File: config.mk
export PLATFORM = sky130hd
export DESIGN_NAME = logic_dispatch
export DESIGN_NICKNAME = d
export VERILOG_FILES = /design/src/rtl/logic_dispatch.sv
export SDC_FILE = /design/constraint.sdc
export NUM_CORES = 1
export LEC_CHECK = 0
export BUFFER_PORTS_ARGS = -buffer_cell sky130_fd_sc_hd__buf_4
export CAP_MARGIN = 40
export CORE_AREA = 5 5 147 107
export DETAILED_ROUTE_END_ITERATION = 12
export DIE_AREA = 0 0 152 112
export PLACE_DENSITY_LB_ADDON = 0.15
export SYNTH_ARGS = -nofsm -noshare
export SYNTH_HDL_FRONTEND = slang
export SYNTH_SLANG_ARGS = --single-unit
File: constraint.sdc
create_clock -name clk -period 3.75 [get_ports clk]
set_input_delay 0.375 -clock clk [delete_from_list [all_inputs] [get_ports clk]]
set_output_delay 0.375 -clock clk [all_outputs]
set_load 0.03 [all_outputs]
File: src/rtl/logic_dispatch.sv
// logic_dispatch: issue front end for the pipelined logic unit.
// Registers operands/op for the unit, carries destination tags through a
// shadow pipe aligned with the unit's latency, and stalls issue on RAW/WAW
// hazards using a per-register busy scoreboard.
module logic_dispatch #(
  parameter int LU_LAT = 3,
  parameter int NREG   = 32
) (
  input  logic        clk,
  input  logic        rst,
  input  logic        in_valid,
  output logic        in_ready,
  input  logic [31:0] in_instr,
  input  logic [31:0] rs1_data,
  input  logic [31:0] rs2_data,
  output logic [31:0] lu_a,
  output logic [31:0] lu_b,
  output logic [2:0]  lu_op,
  input  logic [31:0] lu_result,
  output logic        wb_valid,
  output logic [4:0]  wb_rd,
  output logic [31:0] wb_data,
  output logic        idle
);

  // Decoded instruction fields
  logic [2:0] op;
  logic [4:0] rd, rs1, rs2;
  logic       unused_bits;

  assign op          = in_instr[31:29];
  assign rd          = in_instr[28:24];
  assign rs1         = in_instr[23:19];
  assign rs2         = in_instr[18:14];
  assign unused_bits = ^in_instr[13:0];

  // Shadow pipe: index 0 is loaded alongside lu_a/lu_b/lu_op, index LU_LAT
  // lines up with lu_result being valid.
  logic [LU_LAT:0]      vld_pipe;
  logic [LU_LAT:0][4:0] rd_pipe;

  logic [NREG-1:0] busy, busy_nxt;
  logic            xfer;
  logic            retire;

  assign retire = vld_pipe[LU_LAT];

  // Issue is allowed only when no source or destination is still in flight
  assign in_ready = !rst && !busy[rs1] && !busy[rs2] && !busy[rd];
  assign xfer     = in_valid && in_ready;

  assign idle = !(|vld_pipe) && !wb_valid && (busy == '0);

  // Scoreboard update: clear on write-back, set on issue (set wins), r0 never busy
  always_comb begin
    busy_nxt = busy;
    if (retire)
      busy_nxt[rd_pipe[LU_LAT]] = 1'b0;
    if (xfer && rd != 5'd0)
      busy_nxt[rd] = 1'b1;
    busy_nxt[0] = 1'b0;
  end

  // Operand registers, shadow pipe, write-back and scoreboard state
  always_ff @(posedge clk) begin
    if (rst) begin
      lu_a     <= '0;
      lu_b     <= '0;
      lu_op    <= '0;
      vld_pipe <= '0;
      rd_pipe  <= '0;
      wb_valid <= 1'b0;
      wb_rd    <= '0;
      wb_data  <= '0;
      busy     <= '0;
    end else begin
      vld_pipe[0] <= xfer;
      if (xfer) begin
        lu_a       <= rs1_data;
        lu_b       <= rs2_data;
        lu_op      <= op;
        rd_pipe[0] <= rd;
      end
      for (int i = 1; i <= LU_LAT; i++) begin
        vld_pipe[i] <= vld_pipe[i-1];
        rd_pipe[i]  <= rd_pipe[i-1];
      end
      wb_valid <= retire;
      if (retire) begin
        wb_rd   <= rd_pipe[LU_LAT];
        wb_data <= lu_result;
      end
      busy <= busy_nxt;
    end
  end

endmodule

# Yosys cells after proc, flatten, opt, wreduce, memory -nomap -nowiden
# Index checks and enable logic that the tools add are counted.
# W data, S select, Z words.
[totals]
in_bits = 131
register_bits = 161
elab_cells = 52
out_inout_bits = 107
[op_classes]
reduce_logical = 18
bitwise_logic = 3
mux = 12
magnitude_cmp = 6
[op_table]
columns = ["op", "n"]
rows = [
  ["$mux W32", 2],
  ["$and A32 B32 Y32", 1],
  ["$logic_not A32 Y1", 1],
  ["$not A32 Y32", 1],
  ["$or A32 B32 Y32", 1],
  ["$lt A5 B6 Y1 const B", 4],
  ["$bmux W1 S5", 3],
  ["$demux W1 S5", 2],
  ["$ge A5 B1 Y1 const B", 2],
  ["$logic_and A1 B1 Y1", 9],
  ["$logic_not A1 Y1", 6],
  ["$mux W1", 5],
  ["$reduce_bool A5 Y1", 1],
  ["$reduce_or A4 Y1", 1],
]

# Depth between registers and ports, before layout
[logic_depth]
ltp_word = 9
depth_mapped = 11
ltp_nobuf = 7

# Least setup slack after synthesis
# No wires, ideal clock.
[synth_path]
kind = "in2out"
start = "input port in_instr[20]"
end = "output port in_ready"
required_ns = 3.375
n_path_buf = 4
t_arrival_ns = 2.635
cell_stages = 9
slack_ns = 0.740
cell_sequence = "clkbuf_1 buf_1 mux2_2 o311a_1 nand3_1 nand4_1 nor4_4 buf_2 buf_4"
[synth_via]
elab_chain_len = 6
[synth_lines]
columns = ["element", "line_no", "source"]
rows = [
  ["start: declaration", "13", "input logic [31:0] in_instr,"],
  ["$bmux W1 S5", "49", "assign in_ready = !rst && !busy[rs1] && !busy[rs2] && !busy[rd];"],
  ["$mux W1 (implied by the code)", "49", ""],
  ["$logic_not A1 Y1", "49", ""],
  ["$logic_and A1 B1 Y1 (3 in a row)", "49", ""],
  ["end: declaration", "12", "output logic in_ready,"],
]
# No other way between the ends. The select of a mux whose other input is x is not followed.

# Worst setup path in the final report
[layout_path]
start = "register busy[30]"
end = "output port in_ready"
[layout_via]
elab_chain_len = 6
elab_cells_between_ends = 12
classes_between = "mux: 6; reduce/logical: 6"
[layout_lines]
columns = ["element", "line_no", "source"]
rows = [
  ["start: declaration", "42", "logic [NREG-1:0] busy, busy_nxt;"],
  ["start signal: assignment", "93", "busy <= busy_nxt;"],
  ["$bmux W1 S5", "49", ""],
  ["$mux W1 (implied by the code)", "49", ""],
  ["$logic_not A1 Y1", "49", ""],
  ["$logic_and A1 B1 Y1 (2 in a row)", "49", ""],
  ["$logic_and A1 B1 Y1 (*)", "49", ""],
]
# Every way passes the cells marked *; elsewhere a longest branch is shown, timed or not. The select of a mux whose other input is x is not followed.

==> flow_summary.ini <==
[outcome]
outcome = completed

[synth]
mappedNetlistArea_mm2 = 0.00704
muxShareOfSynthArea = 0.136
synth_compound_area_frac = 0.202
yosysWarnings = 0
synth-seq-area-share = 0.455
synth_ff_type = dfxtp_1
async_reset_ff_frac = 0
synth.net_count = 884
synth-simple-area-share = 0.160
synth_cell_types = 41
synth_edf_count = 0
avgSynthCellArea_um2 = 9.35
synth_xor_area_frac = 0
synth_top_family_by_area = compound AO/OA/AOI/OAI gates
synth_cells = 753
ys_seq_elements = 160
synthAdderAreaFrac = 0

[cts]
clk_pin_slew_worst_paths_ps = 60
post_cts_resized = 0
cts_buffers = 17
clock_path_buffers = 2
clock_latency_ps = 420
htree_num_levels = 4
cts_sinks = 160
cts_tree = yes
ctsHoldBuffers = 0
root_buffer = clkbuf_16
cts_setup_buffers = 0

[placement]
io_buffers = 223
hpwl_mm = 14.1
place_congestion = 0.904
dp_cells = 1101

[layout]
drive_above_1_share = 0.308
area_growth_pct = 32.3
finalNonFillerCells = 1132
nNetsFinal = 1056
antenna_cells = 0

[timing]
max_freq_mhz = 304
rsz0062_at_grt = false
worst_pin_slew_ps = 811
maxSlewHeadroom = 0.459
fin_crit_sh = 0.878
fin_crit_ps = 3290
hold_viol = 0
report.final.slew_viol_count = 0
setup_tns_ps = 0
setup_viol = 0
finClkSkew_ps = 11.2

[floorplan]
design.core.area_mm2 = 0.0143
die-area_mm2 = 0.0170
fp.dieH_um = 112
die_x_um = 152
initial_utilization = 0.494
boundaryPins = 238
rows = 37

[worst_setup_path]
critPathMaxStageDelay_ps = 540
crit_slowest_cell = buf_4
worstPathRequired_ps = 3380
path_common_cell = buf_4
worstReg2RegStart = busy[30]$_SDFF_PP0_
crit_family = buffers and inverters
crit_chain = mux4_2, mux2_2, nand3_1, o311ai_1, nor4_4, buf_4, buf_4
crit_fanout = 69
cp-end-kind = primary output
critPathKind = reg2out
cp_num_buf_inv = 2
crit_arrival_ps = 2920
critPathLaunch = busy[30]$_SDFF_PP0_
crit_path_start_kind = flop

[job]
maxCapViolCount = 0

[detailed_routing]
drcViolationCount = 0
wl_per_cell_um = 17.3
drt_iter0_drc = 640
drt_first_pass_iters = 5
via_count = 6570
antenna_left = 0
routed_wl_mm = 19.6
vias_per_cell = 5.80

[global_route]
grt_pass1_vias = 6411
grt_usage = 0.228
grt_antenna_before_repair = 0
grt_overflow = 0
grt_pass1_wl_mm = 32.2
grt_max_degree = 135

[pwr]
leakage_uw = 0.00432
peakVddDrop_mv = 0.294
powerDensity_mw_per_mm2 = 428

[hold_path]
hold_class = in2reg
hp-start = rs1_data[5]
[placed cells by master, fill, tap and decap left out, types with 26 or more instances in the layout]
master,instances
nand3_1,26
nor2_1,42
dfxtp_1,159
a41o_1,67
a21oi_1,69
nor2b_1,28
nand2_1,96
buf_4,228
mux2i_1,54
o21ai_0,31
[cell type report]
type,instances,area (um2)
Fill cell,1163,4940
Multi-Input combinational cell,511,3510
Sequential cell,160,3200
Timing Repair Buffer,230,1750
Clock buffer,22,474
Tap cell,195,244
Clock inverter,9,109
Inverter,5,21.3
[where the power goes]
group / switching, uW / internal (uW) / total (uW)
Sequential: 28.5 / 1750 / 1780
Combinational: 305 / 217 / 523
Clock: 655 / 1030 / 1680
Total: 989 / 3000 / 3990
[cells by family after synthesis]
kind of cell,count (synthesis)
compound gates,198
buf+inv,82
flops,160
mux,78
simple gates,235
[through the flow]
| stage | util | cell area (um2) | setup WS, ps | power [uW] | hold slack, ps |
|---|---|---|---|---|---|
| floorplan | - | 7040 | 740 | 2120 | 414 |
| global route | 0.653 | 9310 | 293 | 4150 | 175 |
| CTS | 0.653 | 9310 | 462 | 4030 | 173 |
| global placement | 0.612 | 8730 | 627 | 2320 | 419 |
| detailed placement | 0.612 | 8730 | 608 | 2340 | 424 |
| finish | 0.653 | 9310 | 456 | 3990 | 188 |
[synthesized netlist by cell type (all sizes together), types with 11 or more instances]
| cell type | instances | share of area |
|---|---|---|
| nand2 | 96 | 0.051 |
| clkbuf | 58 | 0.031 |
| o21ai | 31 | 0.022 |
| mux4 | 13 | 0.042 |
| a21oi | 69 | 0.049 |
| nor2 | 42 | 0.022 |
| nor2b | 28 | 0.025 |
| nand3 | 26 | 0.018 |
| buf | 19 | 0.013 |
| a41o | 67 | 0.095 |
| dfxtp | 160 | 0.45 |
| mux2 | 11 | 0.018 |
| mux2i | 54 | 0.077 |
| o211ai | 16 | 0.017 |
[flip-flops by register name, indices dropped and copies added (netlist names), 3 cells and up]
signal	cells
lu_a	32
lu_b	32
wb_data	32
busy	31
rd_pipe	20
wb_rd	5
vld_pipe	4
lu_op	3
[worst paths after layout]
check | end | slack (ps) | cells past startpoint
worst min register to register | rd_pipe[13]$_SDFF_PP0_ | 440 | 1
worst min-delay path | lu_a[5]$_SDFFE_PP0P_ | 190 | 2
worst max-delay path | in_ready | 460 | 7
worst max register to register | lu_b[10]$_SDFFE_PP0P_ | 980 | 8
[routing by layer]
| metal | vias up | track usage | routed length [um] |
|---|---|---|---|
| met3 | 56 | 0.0738 | 1970 |
| met2 | 336 | 0.357 | 9080 |
| met5 | - | 0 | 0 |
| li1 | 3136 | - | - |
| met4 | 0 | 0.0976 | 548 |
| met1 | 3042 | 0.290 | 7990 |
Note: power is estimated with default switching activity, not from simulation.
